`src/rtl/i2s_pkg.sv`:
```
// Shared types and constants for the I2S stereo transmitter.
package i2s_pkg;

    typedef enum logic {
        DISABLED = 1'b0,
        RUN      = 1'b1
    } i2s_tx_state_t;

    // Word-select levels on i2s_lrclk
    localparam logic I2S_LEFT  = 1'b0;
    localparam logic I2S_RIGHT = 1'b1;

endpackage

```
`src/rtl/i2s_bclk_gen.sv`:
```
// Bit-clock divider: i2s_bclk toggles every BCLK_DIV_P clk cycles while run is high.
// fall_event is high on the clk whose edge takes i2s_bclk from 1 to 0.
module i2s_bclk_gen #(
    parameter int BCLK_DIV_P = 4
) (
    input  logic clk,
    input  logic rst_n,
    input  logic run,
    output logic i2s_bclk,
    output logic fall_event
);

    localparam int CNT_W = (BCLK_DIV_P > 1) ? $clog2(BCLK_DIV_P) : 1;
    localparam logic [CNT_W-1:0] CNT_LAST = CNT_W'(BCLK_DIV_P - 1);

    logic [CNT_W-1:0] div_cnt;
    logic             wrap;

    assign wrap       = (div_cnt == CNT_LAST);
    assign fall_event = run && wrap && i2s_bclk;

    // Half-period counter; parked at zero with bclk low whenever the transmitter is idle
    always_ff @(posedge clk or negedge rst_n) begin
        if (!rst_n) begin
            div_cnt  <= '0;
            i2s_bclk <= 1'b0;
        end else if (!run) begin
            div_cnt  <= '0;
            i2s_bclk <= 1'b0;
        end else if (wrap) begin
            div_cnt  <= '0;
            i2s_bclk <= ~i2s_bclk;
        end else begin
            div_cnt <= div_cnt + CNT_W'(1);
        end
    end

endmodule

```
`src/rtl/i2s_stereo_transmitter.sv`:
```
// I2S master transmitter: one-pair skid buffer feeding a 2*SLOT frame shift register.
// Frames start at the bclk fall where the frame counter reaches 1, which yields the
// standard one-bit delay between the lrclk edge and the MSB of each slot.
module i2s_stereo_transmitter
    import i2s_pkg::*;
#(
    parameter int AUDIO_WIDTH_P = 24,
    parameter int SLOT_WIDTH_P  = 32,
    parameter int BCLK_DIV_P    = 4
) (
    input  logic                            clk,
    input  logic                            rst_n,
    input  logic signed [AUDIO_WIDTH_P-1:0] ing_left,
    input  logic signed [AUDIO_WIDTH_P-1:0] ing_right,
    input  logic                            ing_valid,
    output logic                            ing_ready,
    output logic                            i2s_bclk,
    output logic                            i2s_lrclk,
    output logic                            i2s_sdata,
    input  logic                            cr_enable,
    input  logic                            cr_clear_underrun,
    output logic                            sr_tx_underrun
);

    localparam int FRAME_W = 2 * SLOT_WIDTH_P;
    localparam int K_W     = $clog2(FRAME_W);
    localparam int PAD_W   = SLOT_WIDTH_P - AUDIO_WIDTH_P;
    localparam logic [K_W-1:0] K_LAST  = K_W'(FRAME_W - 1);
    localparam logic [K_W-1:0] K_LOAD  = K_W'(1);
    localparam logic [K_W-1:0] K_RIGHT = K_W'(SLOT_WIDTH_P);

    i2s_tx_state_t state, state_next;

    logic [K_W-1:0]           k;
    logic [K_W-1:0]           k_new;
    logic [FRAME_W-1:0]       sr;
    logic [FRAME_W-1:0]       frame;
    logic [AUDIO_WIDTH_P-1:0] buf_left;
    logic [AUDIO_WIDTH_P-1:0] buf_right;
    logic                     buf_full;
    logic                     fall_event;
    logic                     load_point;
    logic                     accept;
    logic                     stop;
    logic                     underrun_set;

    i2s_bclk_gen #(
        .BCLK_DIV_P (BCLK_DIV_P)
    ) u_bclk_gen (
        .clk        (clk),
        .rst_n      (rst_n),
        .run        (state == RUN),
        .i2s_bclk   (i2s_bclk),
        .fall_event (fall_event)
    );

    assign k_new        = (k == K_LAST) ? '0 : k + K_W'(1);
    assign load_point   = fall_event && (k_new == K_LOAD);
    assign ing_ready    = (state == RUN) && !buf_full;
    assign accept       = ing_valid && ing_ready;
    // Enable is only honoured at a frame boundary so the current frame always completes
    assign stop         = load_point && !cr_enable;
    assign underrun_set = load_point && cr_enable && !buf_full;

    // Frame image: each sample left-justified in its slot, padding bits zero; silence when empty
    always_comb begin
        frame = '0;
        if (buf_full) begin
            frame = (FRAME_W'(buf_left) << (FRAME_W - AUDIO_WIDTH_P))
                  | (FRAME_W'(buf_right) << PAD_W);
        end
    end

    // Next-state logic
    always_comb begin
        state_next = state;
        case (state)
            DISABLED: if (cr_enable) state_next = RUN;
            RUN:      if (stop) state_next = DISABLED;
            default:  state_next = DISABLED;
        endcase
    end

    // State register
    always_ff @(posedge clk or negedge rst_n) begin
        if (!rst_n) state <= DISABLED;
        else        state <= state_next;
    end

    // Skid buffer: a pair taken on an underrun load point survives into the next frame
    always_ff @(posedge clk or negedge rst_n) begin
        if (!rst_n) begin
            buf_full  <= 1'b0;
            buf_left  <= '0;
            buf_right <= '0;
        end else if (state == DISABLED || stop) begin
            buf_full <= 1'b0;
        end else if (accept) begin
            buf_full  <= 1'b1;
            buf_left  <= ing_left;
            buf_right <= ing_right;
        end else if (load_point) begin
            buf_full <= 1'b0;
        end
    end

    // Frame counter, word select and serialiser, all advanced on bclk falls
    always_ff @(posedge clk or negedge rst_n) begin
        if (!rst_n) begin
            k         <= '0;
            sr        <= '0;
            i2s_lrclk <= 1'b0;
            i2s_sdata <= 1'b0;
        end else if (state == DISABLED) begin
            // Parking k at the last count makes the first fall after enable land on k = 0
            k         <= K_LAST;
            sr        <= '0;
            i2s_lrclk <= 1'b0;
            i2s_sdata <= 1'b0;
        end else if (stop) begin
            sr        <= '0;
            i2s_lrclk <= 1'b0;
            i2s_sdata <= 1'b0;
        end else if (fall_event) begin
            k         <= k_new;
            i2s_lrclk <= (k_new >= K_RIGHT) ? I2S_RIGHT : I2S_LEFT;
            if (load_point) begin
                i2s_sdata <= frame[FRAME_W-1];
                sr        <= frame << 1;
            end else begin
                i2s_sdata <= sr[FRAME_W-1];
                sr        <= sr << 1;
            end
        end
    end

    // Sticky underrun flag; a new underrun outranks a simultaneous clear
    always_ff @(posedge clk or negedge rst_n) begin
        if (!rst_n)                 sr_tx_underrun <= 1'b0;
        else if (underrun_set)      sr_tx_underrun <= 1'b1;
        else if (cr_clear_underrun) sr_tx_underrun <= 1'b0;
    end

endmodule

```
`config.mk`:
```
export PLATFORM = sky130hd
export DESIGN_NAME = i2s_stereo_transmitter
export DESIGN_NICKNAME = d
export VERILOG_FILES = /design/src/rtl/i2s_pkg.sv /design/src/rtl/i2s_bclk_gen.sv /design/src/rtl/i2s_stereo_transmitter.sv
export SDC_FILE = /design/constraint.sdc
export NUM_CORES = 1
export LEC_CHECK = 0
export CAP_MARGIN = 30
export CORE_MARGIN = 4
export CORE_UTILIZATION = 55
export DETAILED_ROUTE_END_ITERATION = 7
export PLACE_DENSITY = 0.79
export SLEW_MARGIN = 20
export SYNTH_ARGS = -nofsm -noshare
export SYNTH_HDL_FRONTEND = slang
export SYNTH_SLANG_ARGS = --single-unit
```
`constraint.sdc`:
```
create_clock -name clk -period 4.32 [get_ports clk]
set_clock_uncertainty 0.1 [all_clocks]
set_input_delay 1.08 -clock clk [delete_from_list [all_inputs] [get_ports clk]]
set_output_delay 1.08 -clock clk [all_outputs]
set_load 0.05 [all_outputs]
```
## Yosys cells after proc, flatten, opt, wreduce, memory -nomap -nowiden

Cells that the tools add are included.

- Bits in registers: 126
- Input port bits: 53
- Word-level logic and storage cells: 69
- Output and inout port bits: 5

- $add $sub $neg: 2
- Equality and inequality tests: 7
- Bitwise operators: 4
- Reductions and logical operators: 15
- Mux-type cells: 29
- Order comparisons: 1

Operator list:

| cell | number |
|---|---|
| two-way mux 64 bit | 5 |
| bitwise OR 64 x 32 -> 64 bit | 1 |
| two-way mux 6 bit | 4 |
| two-way mux 1 bit | 17 |
| logical AND 1 bit | 8 |
| adder 6 x 1 -> 6 bit (second input constant) | 1 |
| equality test 6 x 1 -> 1 bit (second input constant) | 1 |
| equality test 6 bit (second input constant) | 1 |
| greater-or-equal comparator 6 bit (second input constant) | 1 |
| two-way mux 2 bit | 2 |
| != test 2 x 1 -> 1 bit (second input constant) | 2 |
| AND reduction 2 bit | 2 |
| != test 3 x 1 -> 1 bit (second input constant) | 1 |
| NOT 1 bit | 3 |
| nonzero test 3 bit | 1 |
| adder 2 x 1 -> 2 bit (second input constant) | 1 |
| equality test 2 bit (second input constant) | 1 |
| logical NOT 1 bit | 2 |
| != test 2 bit (second input constant) | 1 |
| case mux 1 bit (2 select lines) | 1 |
| nonzero test 2 bit | 1 |
| logical OR 1 bit | 1 |

## Logic depth before layout (Yosys ltp)

Gate-level depths: netlist (run 1).

- Word-level depth: 8
- Depth in mapped cells: 8
- Gate-level depth less buffers: 6

## Modules after synthesis

A second synthesis (run 1) with hierarchy kept.

- Cells, all modules: 359
- Area total of the unflattened synthesis: 4919.7 um^2

By module, submodules not included:

| module | sequential area each (um^2) | area each (um^2) | cells an instance | times used |
|---|---|---|---|---|
| i2s_stereo_transmitter | 2852.7 | 4795.8 | 350 | 1 |
| i2s_bclk_gen | 75.1 | 123.9 | 9 | 1 |

## Worst setup path after synthesis (run 1)

OpenSTA, ideal clock, no wires.

- Path type: flip-flop to output port
- Start: register state
- End: output port ing_ready
- Arrival: 1.295 ns
- Stages on the path, launching flop included: 3
- Buffers on the path: 1
- Required time: 3.140 ns
- Path slack: 1.845 ns
- Path through: dfrtp_1 -> clkbuf_1 -> nor2b_1

- Word-level cells in the longest chain between the ends: 1

Ends and longest elaborated chain:

| element | line | text |
|---|---|---|
| from (decl) | i2s_stereo_transmitter.sv:32 | `i2s_tx_state_t state, state_next;` |
| from (signal assigned) | i2s_stereo_transmitter.sv:87 | `else state <= state_next;` |
| logical AND 1 bit | i2s_stereo_transmitter.sv:59 | `assign ing_ready = (state == RUN) && !buf_full;` |
| to (decl) | i2s_stereo_transmitter.sv:16 | `output logic ing_ready,` |

No other way between the ends.

## Worst setup path in the final report (run 1)

Same ends and word-level chain as after synthesis.

==> summary by stage, run 1 <==
Route
Wires add up to 9780 um. The detailed router finished its first iteration with 196 violations. The number of vias per cell is 5.99. The number of iterations in the first detailed-routing pass is 4. The detail route stage leaves a number of antenna-violating nets equal to 0. The number of design rule violations left after detail routing is 0. Across all layers, the routed design uses 3226 vias. The detail-routed net length per standard cell is 18.1 um.

Setup path
The data required time of the worst path is 3.14 ns. The data arrival at the endpoint of the critical path is 2.19 ns. The classification of the worst setup path is reg2out.

The type of element capturing the critical path is an output pin. The cell depth of the worst flop-to-flop path is 7. The critical path launch point type is a register. The maximum fanout along the worst path is 9. The start of the worst register-to-register path is k[0]. The setup slack on the worst flop-to-flop path is 1.66 ns. The worst register-to-register path ends at sr[47].

Power
The worst-case vdd ir drop is 0.000310 V. In this run the static leakage power is 2.80 nW. The final total power is 0.00387 W.

The power density over cell area is 632 nW/um^2.

Floorplan
In this run the core area contains 34 standard-cell rows. The initial utilization of the core area, before any placement, comes to 56.3%. The area of the core is 8680 sq um. The number of top-level design ports is 58. The width of the die is 102 um. The floorplan step set the die height to 102 um. The floorplan step defined a die boundary enclosing 10500 sq um.

Timing
The fraction of the cycle the final worst path needs is 78.1%. The number of hold-slack violations in the final timing report is 0. The tightest slew margin relative to the limit is 44.6%.

The final critical delay including setup and external delays is 3.37 ns. The number of slew-limit violations in the final report came to 0. The fmax is 296 MHz.

The count of endpoints failing setup in the final report is 0. Setup repair after global routing left no endpoint under its margin. The setup TNS after final layout is 0 ns.

Setup slack closes at 0.946 ns. At the pin with the least slew margin, the transition time is 0.830 ns.

Synthesis
Of the post-synthesis cell area, the dominant cell type holds 59.9%. The register bit count reported by yosys is 117. The number of instances in the synthesized netlist is 359. The number of nets handed over by synthesis was 415.

In the synthesized netlist the async set-or-reset flop fraction comes to 100%. The most common cell in the synthesized netlist is dfrtp_1. The number of enable flip-flop cells after synthesis is 0. The most instantiated flip-flop cell in the synthesis netlist is dfrtp_1. The top cell type by total area after synthesis is dfrtp_1. The unique cell type count in the Yosys netlist is 43.

The cell area after synthesis is 4890 sq um. The register area share after synthesis is 59.9%. The Yosys step of the flow raised 0 warnings. After synthesis, the most frequently instantiated cells are dfrtp_1, and2_1, a221o_1. The post-synthesis average cell area is 13.6 sq um. Ranked by total cell area, the synthesized netlist is headed by dfrtp_1, a221o_1, mux2_2.

CTS
TritonCTS built the clock tree. The depth of the CTS H-tree is 4. The maximum count of clock buffers along a single path is 2. The total clock sinks is 117. The cell at the root of the clock tree is clkbuf_8. Buffers inserted to repair hold after CTS numbered 0. The worst-skew pair later-pin latency is 0.51 ns. The post-CTS setup buffer count is 0.

After clock tree synthesis, the clock-pin slew on the worst setup and hold paths is 0.06 ns. In this run, CTS created clock tree buffers numbering 17. Post-CTS repair changed the size of 0 cells.

Global route
The via count of the first global-routing pass was 3247. After global routing the overflow that remains totals 0. The initial antenna violation count was 0.

Entering global routing, the biggest net connects 66 pins. Across every metal layer, demand over resource in global routing totals 20.2%. The first-pass GRT wire length is 16200 um.

Layout
The final instance area is 6130 sq um. The layout cell share with drive strength beyond 1 is 17.6%. The relative area change from synthesis to final layout is 25.3%. The net count of the finished layout is 475. 0 antenna diodes ended up in the layout. The number of non-filler instances in the completed layout is 539.

Hold path
In this run the most critical hold path is launched from u_bclk_gen.div_cnt[0]. The path with the worst hold slack has its endpoint at u_bclk_gen.div_cnt[0]. The worst hold path belongs to the class reg2reg. The depth of the worst hold-timing path is 1.

Placed design
The placed instances occupy a cell area of 5550 sq um. The post-place setup slack is 1.33 ns. The global placement routability congestion is 0.799. The half-perimeter wire length of the detailed placement result is 5850 um. The number of input and output port buffers inserted is 57. Once placement completed, the tool counted placed cells totaling 508.

Job
Across the run, the number of max-cap violations was 0.

Outcome
The flow ran to the end, and the final reports show no timing, DRC or antenna violations.
-- per-layer routing --
| metal | global-route usage (%) | vias to the layer above | share of wire [%] |
|---|---|---|---|
| met3 | 5.60 | 12 | 5.0 |
| met5 | 0 | - | 0 |
| met4 | 6.96 | 0 | 1.2 |
| met1 | 28.2 | 1651 | 44 |
| met2 | 30.9 | 93 | 50 |
| li1 | - | 1470 | - |
-- registers in the layout, indices dropped and copies added, names as in the netlist --
| signal | count |
|---|---|
| buf_right | 24 |
| u_bclk_gen.div_cnt | 2 |
| i2s_sdata | 1 |
| u_bclk_gen.i2s_bclk | 1 |
| k | 6 |
| buf_full | 1 |
| state | 1 |
| i2s_lrclk | 1 |
| sr_tx_underrun | 1 |
| sr | 55 |
| buf_left | 24 |
-- power by group --
| part | leakage, nW | switching, W | internal [W] | total [W] |
|---|---|---|---|---|
| logic | 1.01 | 0.000430 | 0.000414 | 0.000844 |
| clock network | 0.275 | 0.000515 | 0.000839 | 0.00135 |
| registers | 1.51 | 0.000226 | 0.00145 | 0.00168 |
| total | 2.80 | 0.00117 | 0.00270 | 0.00387 |
-- worst max path at each step --
stage / startpoint / endpoint / slack, ns / cells after the start
5_1_grt: state / ing_ready / 0.82 / 2
3_3_place_gp: cr_enable / buf_right[18] / 1.37 / 4
3_5_place_dp: cr_enable / buf_right[15] / 1.33 / 4
4_1_cts: state / ing_ready / 0.93 / 2
2_1_floorplan: state / ing_ready / 1.85 / 2
6_report: state / ing_ready / 0.95 / 2
-- stage by stage --
stage	hold WS [ns]	util, %
floorplan	0.309	-
global placement	0.323	64.0
detailed placement	0.353	64.0
CTS	0.369	70.6
global route	0.382	70.6
finish	0.355	70.6
-- area by class of cell --
class	instances	area, sq um
flip-flops and latches	117	2930
fillers	593	2550
multi-input cells	211	1830
repair buffers	64	633
clock buffers	18	428
clock inverters	13	145
well taps	108	135
inverters	8	30.0
-- cells by family (layout without fill, tap and decap cells) --
family          count (synthesis)  in the layout  synth area share [%]
flops                         117            117                  59.9
compound gates                 84             84                  15.9
simple gates                   75             75                  8.98
mux                            48             48                  11.1
buf+inv                        31            103                  3.25
fa+ha+maj                       3              3                 0.768
xor+xnor                        1              1                 0.179
-- cell usage in the layout, fill, tap and decap left out, types with 2 or more instances in the layout --
cell and count:
a21oi_1 3, a221o_1 47, a221oi_1 4, a22o_1 9
a31oi_1 2, and2_1 50, and3_1 2, buf_4 7
bufinv_16 2, clkbuf_16 16, clkbuf_8 2, clkdlybuf4s50_1 56
clkinv_2 2, clkinvlp_4 3, dfrtp_1 117, ha_1 3
inv_1 8, inv_6 5, mux2_1 20, mux2_2 28
nand2_1 6, nand3_1 4, nor2_1 4, nor2b_1 2
nor3_1 2, o21ai_0 3
-- critical path: stages, from the launching register on --
cell and delay, ns:
dfrtp_1 0.47, nor2b_1 0.34, clkdlybuf4s50_1 0.88
Power figures use the tool's default switching activity.
==> run 2: changes to the inputs <==
==> constraint.sdc (replaced) <==
create_clock -name clk -period 3.3 [get_ports clk]
set_clock_uncertainty 0.1 [all_clocks]
set_input_delay 0.825 -clock clk [delete_from_list [all_inputs] [get_ports clk]]
set_output_delay 0.825 -clock clk [all_outputs]
set_load 0.05 [all_outputs]
==> run 2 against run 1 <==
- cell count shrank 0.37%
- sequential share of layout area fell by 0.53 points
- wire length up 5.2%
- clock-buffer cell count up 5
- die area did not move
- combinational power up 35%
- via count is 1.4% higher
- register-to-register slack worse by 0.92 ns
- core utilization rose by 0.79 points
- power rose by 37%
- clock power is 44% higher
- worst hold slack got worse by 0.040 ns
==> summary by stage, run 2 (same netlist as run 1, synthesis figures left out) <==
Global route
The pin count of the biggest net entering global routing is 67. The first global-routing pass estimated 16800 um of wire. The via count of the first global-routing pass is 3335. The initial antenna violation count is 0.

In the global route stage, overall resource usage came out at 21.1%. Global routing finished with a remaining overflow of 0.

Timing
Setup repair after global routing left no endpoint under its margin. The final critical delay including setup and external delays is 3.10 ns. For the pin with the worst max-slew slack, the measured transition is 0.845 ns. The setup TNS after final layout is 0 ns.

After layout, the worst path uses 94.1% of the clock period. The worst setup margin is 0.195 ns. The number of hold-slack violations in the final timing report is 0.

The count of endpoints failing setup in the final report is 0. The number of slew-limit violations in the final report is 0. Headroom to the max-slew limit came out at 43.7%.

Based on the critical path, the design can be clocked at up to 322 MHz.

Setup path
Data arrives at the worst endpoint at 2.18 ns. The slowest stage of the critical path belongs to the cell clkdlybuf4s50_1. The worst register-to-register path begins at k[0]. The critical path launch point type is a register. Walking the worst path, the cells encountered are nor2b_1, clkdlybuf4s50_1.

The cell depth of the worst flop-to-flop path is 7. For the worst setup path, the data required time is 2.37 ns. Counting both buffers and inverters, the worst setup path holds a total of 1. In this run the register-to-register setup slack is 0.74 ns. The maximum fanout along the worst path is 9. The type of element capturing the critical path is an output pin.

The capture point of the worst reg-to-reg path is sr[46]. The largest single stage delay on the critical path is 0.87 ns. The classification of the worst setup path is reg2out. The cell class contributing the biggest share of worst-path delay is buffers and inverters.

CTS
Clock-pin slew was measured on the worst setup and hold paths at 0.06 ns. In this run, post-CTS repair resized a total of 0 instances. The hold buffer count at CTS is 0. The cell at the root of the clock tree is clkbuf_8. The clock buffer count from CTS is 17. The worst-skew pair later-pin latency is 0.51 ns. The depth of the CTS H-tree is 4.

The longest clock path from root to sink contains 2 buffers. Once the clock tree was built, the setup fixing pass inserted 0 buffers. The CTS tree is yes. Clock tree synthesis found a total of 117 sinks.

Layout
The number of non-filler instances in the completed layout is 537. In the final layout, the share of cells above drive strength 1 is 17.0%. 0 antenna diodes ended up in the layout.

Relative to the synthesized area, the layout overhead comes to 26.7%. sr holds more flip-flops than any other register. For this run, the share of the core covered by cells in the final layout is 71.4%.

Leaving out fill and tap cells, the most frequent cells in the layout are dfrtp_1, clkdlybuf4s50_1, and2_1. After the last flow step, the layout net total stands at 473. The most common library cell in the layout ignoring fill and taps is dfrtp_1. The register with the most flip-flops in the layout has 55 of them. In the final layout, the registers with the most flip-flops are sr (55), buf_left (24), buf_right (24).

Placed design
At the end of routability-driven placement, the weighted congestion stood at 0.898. The post-place setup slack is 0.600 ns. The half-perimeter wire length of the detailed placement result is 5890 um. The count of buffers added on input and output ports is 57. The number of placed cells counting well taps is 506.

Floorplan
The region available for standard cell placement spans 8680 sq um. The total number of placement rows is 34. During I/O placement, the number of pins put on the boundary was 58. The width of the die is 102 um. The die area is 10500 sq um. The vertical die dimension is 102 um. Once the floorplan was initialized, standard cells occupied 56.3% of the core.

Outcome
The flow ran to the end, and the final reports show no timing, DRC or antenna violations.

Power
The cell leakage power is 2.83 nW. The worst-case vdd ir drop is 0.000425 V. The power density over cell area is 854 nW/um^2.

Job
Max-cap violations in this run came to 0.

Route
The number of iterations in the first detailed-routing pass is 4. The number of design rule violations left after detail routing is 0. The total wire length after detailed routing is 10300 um. Across all layers, the routed design uses 3271 vias. After detailed routing, the number of vias per cell comes to 6.09. In this run, the number of DRC markers left after iteration 0 of detailed routing was 242. The detail route stage leaves a number of antenna-violating nets equal to 0. The detail-routed net length per standard cell is 19.2 um.

Hold path
The path class of the tightest hold or removal check is in2async.
run 2: cell types whose count changed in the layout (fill, tap and decap cells not counted), sizes merged:
cell and delta:
clkinvlp -1, clkbuf +5, inv -5, clkinv -1, bufinv +2, buf -2
run 2: worst max path at each step:
stage	start	endpoint	slack [ns]	depth (start not counted)
4_1_cts	state	ing_ready	0.16	2
5_1_grt	state	ing_ready	0.09	2
6_report	state	ing_ready	0.20	2
3_5_place_dp	cr_enable	buf_left[10]	0.60	4
3_3_place_gp	cr_enable	buf_right[21]	0.68	4
2_1_floorplan	state	buf_left[19]	0.83	6
run 2: per-layer routing:
metal	GRT usage (%)	wire, um	share of wire [%]
met3	4.78	436	4.2
met1	26.9	4330	42
met5	0	0	0
met2	35.4	5390	52
met4	7.97	142	1.4
run 2: cell type report:
class / count / area (sq um)
fill: 603 / 2480
clock buffer: 23 / 487
multi-input combinational: 211 / 1830
tap: 108 / 135
clock inverter: 8 / 145
sequential: 117 / 2930
timing repair buffer: 62 / 643
inverter: 8 / 30.0
run 2: metrics by stage:
step	power [W]	instance area (sq um)	hold WS (ns)
floorplan	0.00294	4890	0.309
global placement	0.00324	5560	0.324
detailed placement	0.00333	5560	0.329
CTS	0.00531	6200	0.335
global route	0.00555	6200	0.367
finish	0.00529	6200	0.315
run 2: worst reg2reg max path, cell delays in order (launching register included):
cell,delay [ns]
dfrtp_1,0.44
ha_1,0.29
and2_1,0.19
a21oi_1,0.22
o22ai_2,0.19
a21oi_4,0.58
buf_12,0.29
a221o_1,0.20
run 2: where the power goes:
| group | switching (W) | internal (W) | leakage (nW) |
|---|---|---|---|
| logic | 0.000580 | 0.000556 | 1.01 |
| registers | 0.000314 | 0.00190 | 1.51 |
| clock network | 0.000622 | 0.00132 | 0.306 |
| total | 0.00152 | 0.00378 | 2.83 |
==> edit 1: new RTL, flow settings as in run 1 <==
`BCLK_DIV_P` is set to 4 in 2 places; all go to 2.
--- a/src/rtl/i2s_bclk_gen.sv
+++ b/src/rtl/i2s_bclk_gen.sv
@@ -2,5 +2,5 @@
 // fall_event is high on the clk whose edge takes i2s_bclk from 1 to 0.
 module i2s_bclk_gen #(
-    parameter int BCLK_DIV_P = 4
+    parameter int BCLK_DIV_P = 2
 ) (
     input  logic clk,
--- a/src/rtl/i2s_stereo_transmitter.sv
+++ b/src/rtl/i2s_stereo_transmitter.sv
@@ -7,5 +7,5 @@
     parameter int AUDIO_WIDTH_P = 24,
     parameter int SLOT_WIDTH_P  = 32,
-    parameter int BCLK_DIV_P    = 4
+    parameter int BCLK_DIV_P    = 2
 ) (
     input  logic                            clk,
Behaviour: not the same (Yosys sat finds a counterexample within 4 cycles, from zero or initial values and one cycle with rst_n low).
==> edit 1 against run 1 <==
Final cell count grew 11%; maximum frequency down 6.4%; non-clock buffer count is 2 higher; area after synthesis increased by 4.8%; setup slack got worse by 230 ps; total power increased by 24%; design area is 2.2% higher; utilization is 0.20 points lower; die area rose by 4.4%; wire length increased by 17%; register-to-register slack worse by 290 ps; sequential cell count decreased by 1; via count is 14% higher.
==> edit 1: results (changes against run 1) <==
| Metric | Value |
|---|---|
| Grt met2 use | `35.98% (+5.0 points)` |
| Worst Reg-to-Reg Cells | `8 (+1)` |
| P_sw | `0.001632 W (+39%)` |
| Worst hold stages | `2 (+1)` |
| Signal buf overhead | `10.85% (+0.52 points)` |
| Final non-filler cell total | `597 (+11%)` |
| VDD IR max | `0.3732 mV (+20%)` |
| Status | `finished, final reports clean` |
| Post-Place Cells | `565 (+11%)` |
| GRT Util Overall | `21.82% (+1.6 points)` |
| Flop pwr share | `41.3% (-2.0 points)` |
| Combinational power | `0.00163 W (+93%)` |
| Reg2Reg Capture Point | `sr[19]$_DFFE_PN0P_` |
| Crit-path max FO | `35 (+26)` |
| Highest routing layer actually used | `met4` |
| Sequential share of cell area | `46.37% (-1.4 points)` |
| Multi-input combinational area share | `32.22% (+2.4 points)` |
| Crit path largest cell delay | `840 ps (-40 ps)` |
| Drt pass-1 iters | `5 (+1)` |
| Wire length on met1 | `4741 um (+10%)` |
| Synth unique cells | `42 (-2.3%)` |
| IO buf count | `57 (unchanged)` |
| Layout Nets | `533 (+12%)` |
| Synth top area cells | `dfrtp_1 57%, mux2_2 6.2%, mux2_4 6.2%` |
| Reg2Reg Setup Slack | `1370 ps (-290 ps)` |
| CTS buffer count | `17 (unchanged)` |
| First-pass GRT wire length | `19150 um (+18%)` |
| Met2 WL | `5929 um (+22%)` |
| Cells after Synth | `425 (+18%)` |
| Final-layout clock-cell area share | `8.095% (-1.3 points)` |
| Pin count of the biggest net entering global routing | `68 (+3.0%)` |
| Total number of vias | `3674 (+14%)` |
| Layout cells sized above 1 | `20.04% (+2.4 points)` |
| Met1 Use GR | `28.68% (+0.53 points)` |
| Fillers | `601 (+1.3%)` |
| Sequential area share after synthesis | `56.68% (-3.2 points)` |
| Number of global-route vias before repair | `3835 (+18%)` |
| Hold Path End | `sr[26]$_DFFE_PN0P_` |
| 1st-iter DRT viols | `290 (+48%)` |
| Nonclk buf count | `66 (+3.1%)` |
| Synth top cells by count | `116 x dfrtp_1, 51 x nand2_1, 28 x mux2_2` |
| Slew @ Worst Pin | `757.2 ps (-73.12 ps)` |
| Gpl congestion | `0.7499 (-6.1%)` |
| Post-DP HPWL | `6736 um (+15%)` |
| Syn_nets | `480 (+16%)` |
| Invs w/o clock | `5 (-3)` |
| Hold Crit Start | `sr[25]$_DFFE_PN0P_` |
| Grt met3 use | `4.159% (-1.4 points)` |
| Int Pwr | `0.003173 W (+17%)` |
| Wirelength per Cell | `19.15 um (+5.6%)` |
| Clkbuf count | `20 (+2)` |
| Met3 routed WL | `619 um (+26%)` |
| Pleak | `2.702 nW (-3.5%)` |
| Comb_multi_in | `272 (+29%)` |
==> edit 1: cell count changes in the layout (fill, tap and decap cells not counted), moves of 5 or more <==
cell      before  now
inv_6          5    0
nand3_1        4   26
nand2_1        6   51
and2_1        50    2
a22o_1         9    1
a21oi_1        3   11
mux2_4         0   21
a221o_1       47   25
and3_1         2   27
mux2_1        20    0
nor3_1         2   11
o211ai_1       0   22
nor2_1         4   14
==> edit 1: per-stage QoR <==
stage | hold slack (ps) | setup slack (ps) | utilization [%] | cell area (sq um)
after floorplan | 359.0 | 1844 | - | 5121
after global placement | 369.0 | 1232 | 64.10 | 5699
after detailed placement | 375.2 | 1177 | 64.23 | 5710
after CTS | 390.3 | 720.2 | 69.93 | 6217
after global routing | 406.4 | 626.4 | 70.41 | 6260
final | 389.7 | 716.0 | 70.41 | 6260
==> edit 1: logic make-up after synthesis <==
logic type | synth area share (%)
compound gates | 11.95
xor+xnor | 0.6842
fa+ha+maj | 0.4886
buf+inv | 4.007
simple gates | 13.49
mux | 12.70
flops | 56.68
==> edit 2: new RTL, flow settings as in run 1 <==
Without the edit above. Put one more register stage on the output `sr_tx_underrun`. The value now appears one clock later. The other outputs are not delayed to match.
--- a/src/rtl/i2s_stereo_transmitter.sv
+++ b/src/rtl/i2s_stereo_transmitter.sv
@@ -29,4 +29,6 @@
     localparam logic [K_W-1:0] K_LOAD  = K_W'(1);
     localparam logic [K_W-1:0] K_RIGHT = K_W'(SLOT_WIDTH_P);
+
+    logic sr_tx_underrun_s0;
 
     i2s_tx_state_t state, state_next;
@@ -137,7 +139,11 @@
     // Sticky underrun flag; a new underrun outranks a simultaneous clear
     always_ff @(posedge clk or negedge rst_n) begin
-        if (!rst_n)                 sr_tx_underrun <= 1'b0;
-        else if (underrun_set)      sr_tx_underrun <= 1'b1;
-        else if (cr_clear_underrun) sr_tx_underrun <= 1'b0;
+        if (!rst_n)                 sr_tx_underrun_s0 <= 1'b0;
+        else if (underrun_set)      sr_tx_underrun_s0 <= 1'b1;
+        else if (cr_clear_underrun) sr_tx_underrun_s0 <= 1'b0;
+    end
+
+    always_ff @(posedge clk) begin
+        sr_tx_underrun <= sr_tx_underrun_s0;
     end
 
Check against the original RTL: same outputs for any inputs over 10 cycles, from zero or initial values and one cycle with rst_n low; that may be too few to reach the edited logic, so the function may still have changed.
==> edit 2 against run 1 <==
Total power increased by 2.4%; final cell count increased by 0.37%; via count decreased by 1.0%; area after synthesis increased by 0.41%; setup slack about the same; wire length increased by 3.3%; design area increased by 1.7%; sequential share of layout area decreased by 0.48 points; sequential cell count increased by 1; highest routed layer unchanged; critical path depth unchanged; largest cell class unchanged; synthesized cell count increased by 0.28%; first-iteration DRC count decreased by 14%.
==> edit 2: results (changes against run 1) <==
| Metric | Value |
|---|---|
| Synth unique cells | `44 (+2.3%)` |
| Layout Nets | `477 (+0.42%)` |
| Fillers | `584 (-1.5%)` |
| Htree depth | `4 (unchanged)` |
| Slew @ Worst Pin | `634.4 ps (-195.9 ps)` |
| Status | `finished, final reports clean` |
| 1st-iter DRT viols | `169 (-14%)` |
| Worst Reg-to-Reg Cells | `7 (unchanged)` |
| Crit-path max FO | `9 (unchanged)` |
| Adder-cell share of the synthesized area | `0.7647% (-0.0031 points)` |
| Worst Path Arrival | `2190 ps (about the same)` |
| Pin count of the biggest net entering global routing | `75 (+14%)` |
| Clock transition at the registers of the reported paths | `60 ps (about the same)` |
| DRC Markers | `0 (unchanged)` |
| Layout cells sized above 1 | `17.55% (-0.081 points)` |
| Number of buffers on the longest clock path | `2 (unchanged)` |
| Number of global-route vias before repair | `3248 (+0.031%)` |
| Initial antenna violation count | `0 (unchanged)` |
| Diodes inserted | `0 (unchanged)` |
| Compound-Gate Fraction of Synth Area | `15.80% (-0.065 points)` |
| R2R Path Start | `k[0]$_DFFE_PN0P_` |
| Synth top area cells | `dfrtp_1 60%, a221o_1 9.6%, mux2_2 6.4%` |
| Post-synthesis mux area share | `11.01% (-0.045 points)` |
| Vias per cell | `5.902 (-1.4%)` |
| Hold Crit Start | `sr_tx_underrun_s0$_DFFE_PN0P_` |
| Xor/xnor cell area share of the yosys netlist | `0.1784% (-0.00073 points)` |
| CTS buffer count | `17 (unchanged)` |
| Post-DP HPWL | `5928 um (+1.4%)` |
| Worst Hold Class | `reg2reg` |
| Worst hold stages | `0 (-1)` |
| Latest clock arrival within the worst-skew pair | `510 ps (about the same)` |
| Synthesis Warnings | `0 (unchanged)` |
| VDD IR max | `0.4032 mV (+30%)` |
| Gpl congestion | `0.7643 (-4.3%)` |
| IO buf count | `57 (unchanged)` |
| Wirelength per Cell | `18.68 um (+3.0%)` |
| Pleak | `2.855 nW (+1.9%)` |
| GRT Util Overall | `20.22% (-0.021 points)` |
| Crit path launch | `state$_DFF_PN0_` |
| Sequential area share after synthesis | `60.06% (+0.16 points)` |
| Synth top cells by count | `117 x dfrtp_1, 50 x and2_1, 47 x a221o_1` |
| Post_cts resized | `0 (unchanged)` |
| Drt pass-1 iters | `4 (unchanged)` |
| Syn_nets | `416 (+0.24%)` |
| CTS root buffer | `clkbuf_8` |
| Top Registers | `sr (55), buf_left (24), buf_right (24)` |
| Async set-reset flop share out of synthesis | `99.15% (-0.85 points)` |
| Postcts setup bufs | `0 (unchanged)` |
| First-pass GRT wire length | `16080 um (-1.0%)` |
-- edit 2: final cells by class --
type                    instances  area, sq um  share of cell area, %
multi-input cells             211         1828                  29.33
well taps                     108        135.1                  2.168
flip-flops and latches        118         2948                  47.30
clock buffers                  23        486.7                  7.810
repair buffers                 65        708.2                  11.36
clock inverters                 8        96.34                  1.546
inverters                       8        30.03                 0.4818
-- edit 2: worst max-delay path, cell delays in order (launching register included) --
cell	delay, ps
dfrtp_1	460
nor2b_1	350
clkdlybuf4s50_1	880
-- edit 2: logic make-up (layout without fill, tap and decap cells) --
logic type	Yosys count	count (layout)
AOI/OAI and AO/OA	84	84
DFF	118	118
and+or+nand+nor	75	75
xor gates and xnor gates	1	1
muxes	48	48
buffers and inverters	31	104
adders and majority gates	3	3
-- edit 2: stage by stage --
step / worst slack [ps] / power (W) / cells / cell area (sq um) / hold WS [ps]
6_report: 945.4 / 0.003969 / 541 / 6232 / 314.5
2_1_floorplan: 1845 / 0.002253 / 360 / 4908 / 247.2
5_1_grt: 869.1 / 0.004172 / 541 / 6232 / 310.7
3_5_place_dp: 1130 / 0.002573 / 508 / 5594 / 277.1
4_1_cts: 924.1 / 0.003960 / 539 / 6177 / 302.0
3_3_place_gp: 1209 / 0.002477 / 506 / 5552 / 268.1
-- edit 2: path summary, 6_finish.rpt --
path	end	slack (ps)
min in group asynchronous	buf_left[18]$_DFFE_PN0P_	330
setup / recovery	ing_ready	950
hold reg to reg	sr_tx_underrun$_DFF_P_	310
max in group asynchronous	buf_right[4]$_DFFE_PN0P_	3240
hold / removal	sr_tx_underrun$_DFF_P_	310
setup reg to reg	buf_left[15]$_DFFE_PN0P_	1600
-- edit 2: report_power, final --
part | leakage (nW) | switching, W | internal (W) | total, W
sequential | 1.52 | 0.000240 | 0.00146 | 0.00170
clock | 0.290 | 0.000482 | 0.000890 | 0.00137
combinational | 1.05 | 0.000439 | 0.000457 | 0.000896
total | 2.86 | 0.00116 | 0.00281 | 0.00397
-- edit 2: layer usage --
layer | vias up | track usage (%) | part of all wire [%]
met1 | 1616 | 26.87 | 43
met5 | - | 0 | 0
met3 | 16 | 6.962 | 4.7
met2 | 88 | 31.13 | 50
li1 | 1473 | - | -
met4 | 0 | 7.064 | 1.5
